File: src/rtl/aoc_day3_pkg.sv
// Shared constants and types for the aoc_day3 input framer.
// Holds ASCII codes, error codes, framer states and parameter helpers.
package aoc_day3_pkg;

  localparam logic [7:0] ASCII_0  = 8'h30;
  localparam logic [7:0] ASCII_9  = 8'h39;
  localparam logic [7:0] ASCII_LF = 8'h0A;
  localparam logic [7:0] ASCII_CR = 8'h0D;

  typedef enum logic [1:0] {
    ERR_NONE     = 2'd0,
    ERR_BAD_CHAR = 2'd1,
    ERR_SHORT    = 2'd2,
    ERR_LONG     = 2'd3
  } err_code_t;

  typedef enum logic [1:0] {
    ACCEPT,
    GAP,
    LGAP,
    HALT
  } framer_state_t;

  // The timer is loaded with gap-1 so that it reaches zero on the last gap cycle.
  function automatic int gap_load(input int g);
    return (g > 0) ? g - 1 : 0;
  endfunction

  function automatic int gap_width(input int a, input int b);
    int m;
    m = (a > b) ? a : b;
    return (m < 1) ? 1 : $clog2(m + 1);
  endfunction

endpackage

File: src/rtl/aoc_day3_gap_timer.sv
// Loadable down-counter; busy while the count is non-zero.
// A load takes effect on the next clock and overrides any count in progress.
module aoc_day3_gap_timer #(
  parameter int W = 4
) (
  input  logic         clk,
  input  logic         rst_n,
  input  logic         load,
  input  logic [W-1:0] load_val,
  output logic         busy
);

  logic [W-1:0] cnt_q, cnt_d;

  always_comb begin
    cnt_d = cnt_q;
    if (load) begin
      cnt_d = load_val;
    end else if (cnt_q != '0) begin
      cnt_d = cnt_q - 1'b1;
    end
  end

  always_ff @(posedge clk or negedge rst_n) begin
    if (!rst_n) begin
      cnt_q <= '0;
    end else begin
      cnt_q <= cnt_d;
    end
  end

  assign busy = (cnt_q != '0);

endmodule

File: src/rtl/aoc_day3_line_framer.sv
// Turns the raw ASCII puzzle stream into paced digit strobes and line-done pulses.
// Digits and line_done appear one cycle after the accepting handshake; errors halt until reset.
module aoc_day3_line_framer
  import aoc_day3_pkg::*;
#(
  parameter int DIGITS_PER_NUM = 15,
  parameter int DIGIT_GAP      = 3,
  parameter int LINE_GAP       = 8,
  parameter int LINE_CNT_W     = 16
) (
  input  logic                  clk,
  input  logic                  rst_n,
  input  logic [7:0]            byte_in,
  input  logic                  byte_valid,
  output logic                  byte_ready,
  output logic [3:0]            digit_out,
  output logic                  digit_valid,
  output logic                  line_done,
  output logic [LINE_CNT_W-1:0] line_count,
  output logic                  error,
  output logic [1:0]            err_code
);

  localparam int COL_W = $clog2(DIGITS_PER_NUM + 1);
  localparam int GAP_W = gap_width(DIGIT_GAP, LINE_GAP);
  localparam logic [COL_W-1:0]      COL_MAX = COL_W'(DIGITS_PER_NUM);
  localparam logic [GAP_W-1:0]      DGAP_LD = GAP_W'(gap_load(DIGIT_GAP));
  localparam logic [GAP_W-1:0]      LGAP_LD = GAP_W'(gap_load(LINE_GAP));
  localparam logic [LINE_CNT_W-1:0] CNT_MAX = '1;

  framer_state_t         state_q, state_d;
  logic [COL_W-1:0]      col_q, col_d;
  logic [3:0]            digit_q, digit_d;
  logic                  dv_q, dv_d;
  logic                  ld_q, ld_d;
  logic [LINE_CNT_W-1:0] cnt_q, cnt_d;
  err_code_t             err_q, err_d;
  logic                  error_q, error_d;
  logic                  tmr_load;
  logic [GAP_W-1:0]      tmr_val;
  logic                  tmr_busy;
  logic                  is_digit;

  assign is_digit = (byte_in >= ASCII_0) && (byte_in <= ASCII_9);

  always_comb begin
    state_d  = state_q;
    col_d    = col_q;
    digit_d  = digit_q;
    dv_d     = 1'b0;
    ld_d     = 1'b0;
    cnt_d    = cnt_q;
    err_d    = err_q;
    error_d  = error_q;
    tmr_load = 1'b0;
    tmr_val  = '0;
    unique case (state_q)
      ACCEPT: begin
        if (byte_valid) begin
          if (is_digit) begin
            if (col_q < COL_MAX) begin
              // '0'..'9' are 0x30..0x39, so the low nibble is the digit value.
              digit_d = byte_in[3:0];
              dv_d    = 1'b1;
              col_d   = col_q + 1'b1;
              if (DIGIT_GAP != 0) begin
                state_d  = GAP;
                tmr_load = 1'b1;
                tmr_val  = DGAP_LD;
              end
            end else begin
              err_d   = ERR_LONG;
              error_d = 1'b1;
              state_d = HALT;
            end
          end else if (byte_in == ASCII_CR) begin
            state_d = ACCEPT;
          end else if (byte_in == ASCII_LF) begin
            if (col_q == COL_MAX) begin
              ld_d  = 1'b1;
              col_d = '0;
              if (cnt_q != CNT_MAX) cnt_d = cnt_q + 1'b1;
              if (LINE_GAP != 0) begin
                state_d  = LGAP;
                tmr_load = 1'b1;
                tmr_val  = LGAP_LD;
              end
            end else if (col_q != '0) begin
              err_d   = ERR_SHORT;
              error_d = 1'b1;
              state_d = HALT;
            end
          end else begin
            err_d   = ERR_BAD_CHAR;
            error_d = 1'b1;
            state_d = HALT;
          end
        end
      end
      GAP, LGAP: begin
        if (!tmr_busy) state_d = ACCEPT;
      end
      HALT: begin
        state_d = HALT;
      end
      default: state_d = ACCEPT;
    endcase
  end

  always_ff @(posedge clk or negedge rst_n) begin
    if (!rst_n) begin
      state_q <= ACCEPT;
      col_q   <= '0;
      digit_q <= '0;
      dv_q    <= 1'b0;
      ld_q    <= 1'b0;
      cnt_q   <= '0;
      err_q   <= ERR_NONE;
      error_q <= 1'b0;
    end else begin
      state_q <= state_d;
      col_q   <= col_d;
      digit_q <= digit_d;
      dv_q    <= dv_d;
      ld_q    <= ld_d;
      cnt_q   <= cnt_d;
      err_q   <= err_d;
      error_q <= error_d;
    end
  end

  aoc_day3_gap_timer #(
    .W(GAP_W)
  ) u_gap_timer (
    .clk      (clk),
    .rst_n    (rst_n),
    .load     (tmr_load),
    .load_val (tmr_val),
    .busy     (tmr_busy)
  );

  // HALT keeps accepting so the upstream source can drain.
  assign byte_ready  = (state_q == ACCEPT) || (state_q == HALT);
  assign digit_out   = digit_q;
  assign digit_valid = dv_q;
  assign line_done   = ld_q;
  assign line_count  = cnt_q;
  assign error       = error_q;
  assign err_code    = err_q;

endmodule

File: config.mk
export PLATFORM = sky130hd
export DESIGN_NAME = aoc_day3_line_framer
export DESIGN_NICKNAME = d
export VERILOG_FILES = /design/src/rtl/aoc_day3_pkg.sv /design/src/rtl/aoc_day3_gap_timer.sv /design/src/rtl/aoc_day3_line_framer.sv
export SDC_FILE = /design/constraint.sdc
export NUM_CORES = 1
export LEC_CHECK = 0
export CORE_MARGIN = 2
export CORE_UTILIZATION = 30
export CTS_BUF_LIST = sky130_fd_sc_hd__clkbuf_4
export CTS_CLUSTER_DIAMETER = 200
export CTS_CLUSTER_SIZE = 40
export DETAILED_ROUTE_END_ITERATION = 16
export PLACE_DENSITY = 0.53
export SYNTH_ARGS = -nofsm -noshare
export SYNTH_HDL_FRONTEND = slang
export SYNTH_SLANG_ARGS = --single-unit
File: constraint.sdc
create_clock -name clk -period 1.9 [get_ports clk]
set_input_delay 0.38 -clock clk [delete_from_list [all_inputs] [get_ports clk]]
set_output_delay 0.38 -clock clk [all_outputs]
set_load 0.03 [all_outputs]
==> qor.csv <==
metric,value,unit
global-route usage over all layers,0.1327,
CP required,2.14,ns
part of the cycle the worst path needs,0.9788,
synthesized net count,199,
DIE AREA,7097,um2
input/output buffers,36,
cell chain of the critical path,clkdlybuf4s50_1 > or4b_4 > o31a_1 > a22o_1 > mux2_4,
hold_ws,0.4476,ns
Die Y,84.25,um
CTS tree,yes,
area grow syn2layout,47.34,%
#FFs+latches synth,35,
VDD IR-drop max,0.3970,mV
max-slew headroom at the worst pin,0.6940,
largest net degree at the start of global routing,36,
"most common cell after layout, fill and taps aside",buf_4,
first-pass GRT wire length,7638,um
Tightest Pin Transition,0.4590,ns
layout cells sized above 1,0.2874,
final instance area,2846,um2
dpl cells,330,
Leak,1.550,nW
"Slew Viols, Final",0,
number of clock sinks,35,
min cycle time layout,1.860,ns
"CTS clk-pin slew, worst paths",0.11,ns
Cells after Synth,181,
Post-CTS Hold Buffers,0,
GP Congestion,0.7832,
"Data arrival, critical path",2.10,ns
fmax,537.7,MHz
DR vias,1650,
I/O Pins,37,
critical path class,in -> reg,
Initial DRT Pass Iterations,6,
CTS buffer count,5,
Netlist cell types,49,
yosys warns,0,
Slowest cell on crit path,or4b_4,
Vias/cell,4.882,
Layout Nets,278,
H-tree lvl count,2,
"commonest non-fill, non-tap cells in the layout","buf_4, dfrtp_1, clkdlybuf4s50_1, xor2_1, inv_1",
"critical path fanouts, max",3,
DRT Wirelength,4444,um
Bufs on Longest Clock Path,2,
Final Hold Vio Count,0,
crit end category,flop,
Detail Route Antenna Nets,0,
HP Class,in -> async,
PwrDens,854.6,nW/um2
core area,6277,um2
per-cell routed wire length,13.15,um
die width,84.25,um
Worst Setup Start Kind,input port,
setup violation total in the final timing report,0,
Post-CTS Setup Bufs,0,
"slowest stage delay, CP",0.53,ns
Worst Skew,0.007347,ns
initial drt markers,40,
CTS root buf,clkbuf_4,
# DRC,0,
Place WS,-0.4306,ns
largest cells by area after synthesis,"dfrtp_1, xor2_1, ha_1",
hpwl dp,3417,um
initial antenna violation count,0,
total grt overflow,0,
vias in the first global route,1623,
DP Area,2674,um2
Yosys top cell by area,dfrtp_1,
sequential area share after synthesis,0.4534,
initial core utilization,0.3078,
Layout fillers,604,
RSZ-0062 raised after global routing,yes,
fin worst setup slack,0.04020,ns
total of max-cap violations,0,
Mapped Area,1932,um2
final non-filler cell total,338,
Synth top area share,0.4534,
"Avg Cell Area, Syn",10.67,um2
outcome,"finished, final reports clean",
Inserted Diodes,0,
clock latency on the worst-skew pair,0.34,ns
Register-to-Register Path Depth,8,
row cnt,29,
## worst paths after layout
kind / endpoint / slack [ns] / from
max reg2reg: col_q[0] / 0.11 / col_q[0]
max in group asynchronous: col_q[2] / 1.13 / rst_n
max: state_q[1] / 0.04 / byte_in[4]
min: digit_out[2] / 0.45 / rst_n
min in group clk: error / 0.48 / error
min reg2reg: error / 0.48 / error
## cell usage after synthesis (all sizes together)
library cell and number:
buf 2, nand3b 2, nor4 4, nand3 11, a2111oi 2, o22ai 2
and4bb 1, clkbuf 1, a32o 1, or3 1, a22o 1, ha 7
nor4b 3, and2 2, nor2 9, o2bb2ai 1, or3b 1, or4b 1
nand2b 1, a211oi 1, xnor2 1, inv 13, nand4 9, a31oi 2
and4 4, o31a 1, nor2b 1, mux2 7, nor3 10, and3 5
a2bb2oi 1, or2 1, nand2 6, a211o 1, nor3b 3, dfrtp 35
o21ai 6, a21oi 4, mux2i 1, xor2 15, a21bo 1
## repair_timing
| item | 4_1_cts | 5_1_grt |
|---|---|---|
| pin swaps | 0 | 3 |
| resized for setup | 13 | 27 |
| setup endpoints to repair | 12 | 26 |
## stage by stage
step	util	power (mW)	setup TNS, ns
2_1_floorplan	-	1.530	0
3_3_place_gp	0.4260	1.889	-8.138
3_5_place_dp	0.4260	1.901	-8.576
4_1_cts	0.4385	2.443	0
5_1_grt	0.4535	2.590	-0.2193
6_report	0.4535	2.432	0
## cell families after synthesis
kind of cell             synth area share
flip-flops                         0.4534
buffers and inverters             0.03238
AO/OA/AOI/OAI                     0.08485
adder cells (fa/ha/maj)           0.04533
AND/OR/NAND/NOR                    0.2636
XOR/XNOR                          0.07254
multiplexers                      0.04792
## flip-flops by register name (all words and copies together), names as in the netlist
register / cells
error: 1
u_gap_timer.cnt_q: 4
digit_out: 4
state_q: 2
line_count: 16
line_done: 1
err_code: 2
digit_valid: 1
col_q: 4
## worst max-delay path: cells and delay by family
kind | cells | cell delay, ns
AOI/OAI and AO/OA | 2 | 0.49
buffers and inverters | 1 | 0.44
muxes | 1 | 0.25
and+or+nand+nor | 1 | 0.53
## power by group
part	internal [mW]	leakage, nW	switching, mW
Combinational	0.484	1.05	0.482
Sequential	0.863	0.456	0.0698
Clock	0.271	0.0426	0.263
## layer usage
layer	wire length, um	up-vias	track usage
met5	0	-	0
met3	112	9	0.02065
li1	-	827	-
met4	82	0	0.05279
met2	2085	26	0.2107
met1	2163	788	0.1818
## cell type report
type                    instances  area, um2  share of cell area
clock buffers                   5      37.54             0.01319
clock inverters                 3      38.79             0.01363
inverters                      13      48.80             0.01714
multi-input cells             130       1084              0.3807
flip-flops and latches         35      875.8              0.3077
well taps                      77      96.34             0.03385
repair buffers                 75      665.6              0.2338
No activity file was read; power rests on OpenSTA's default activity.
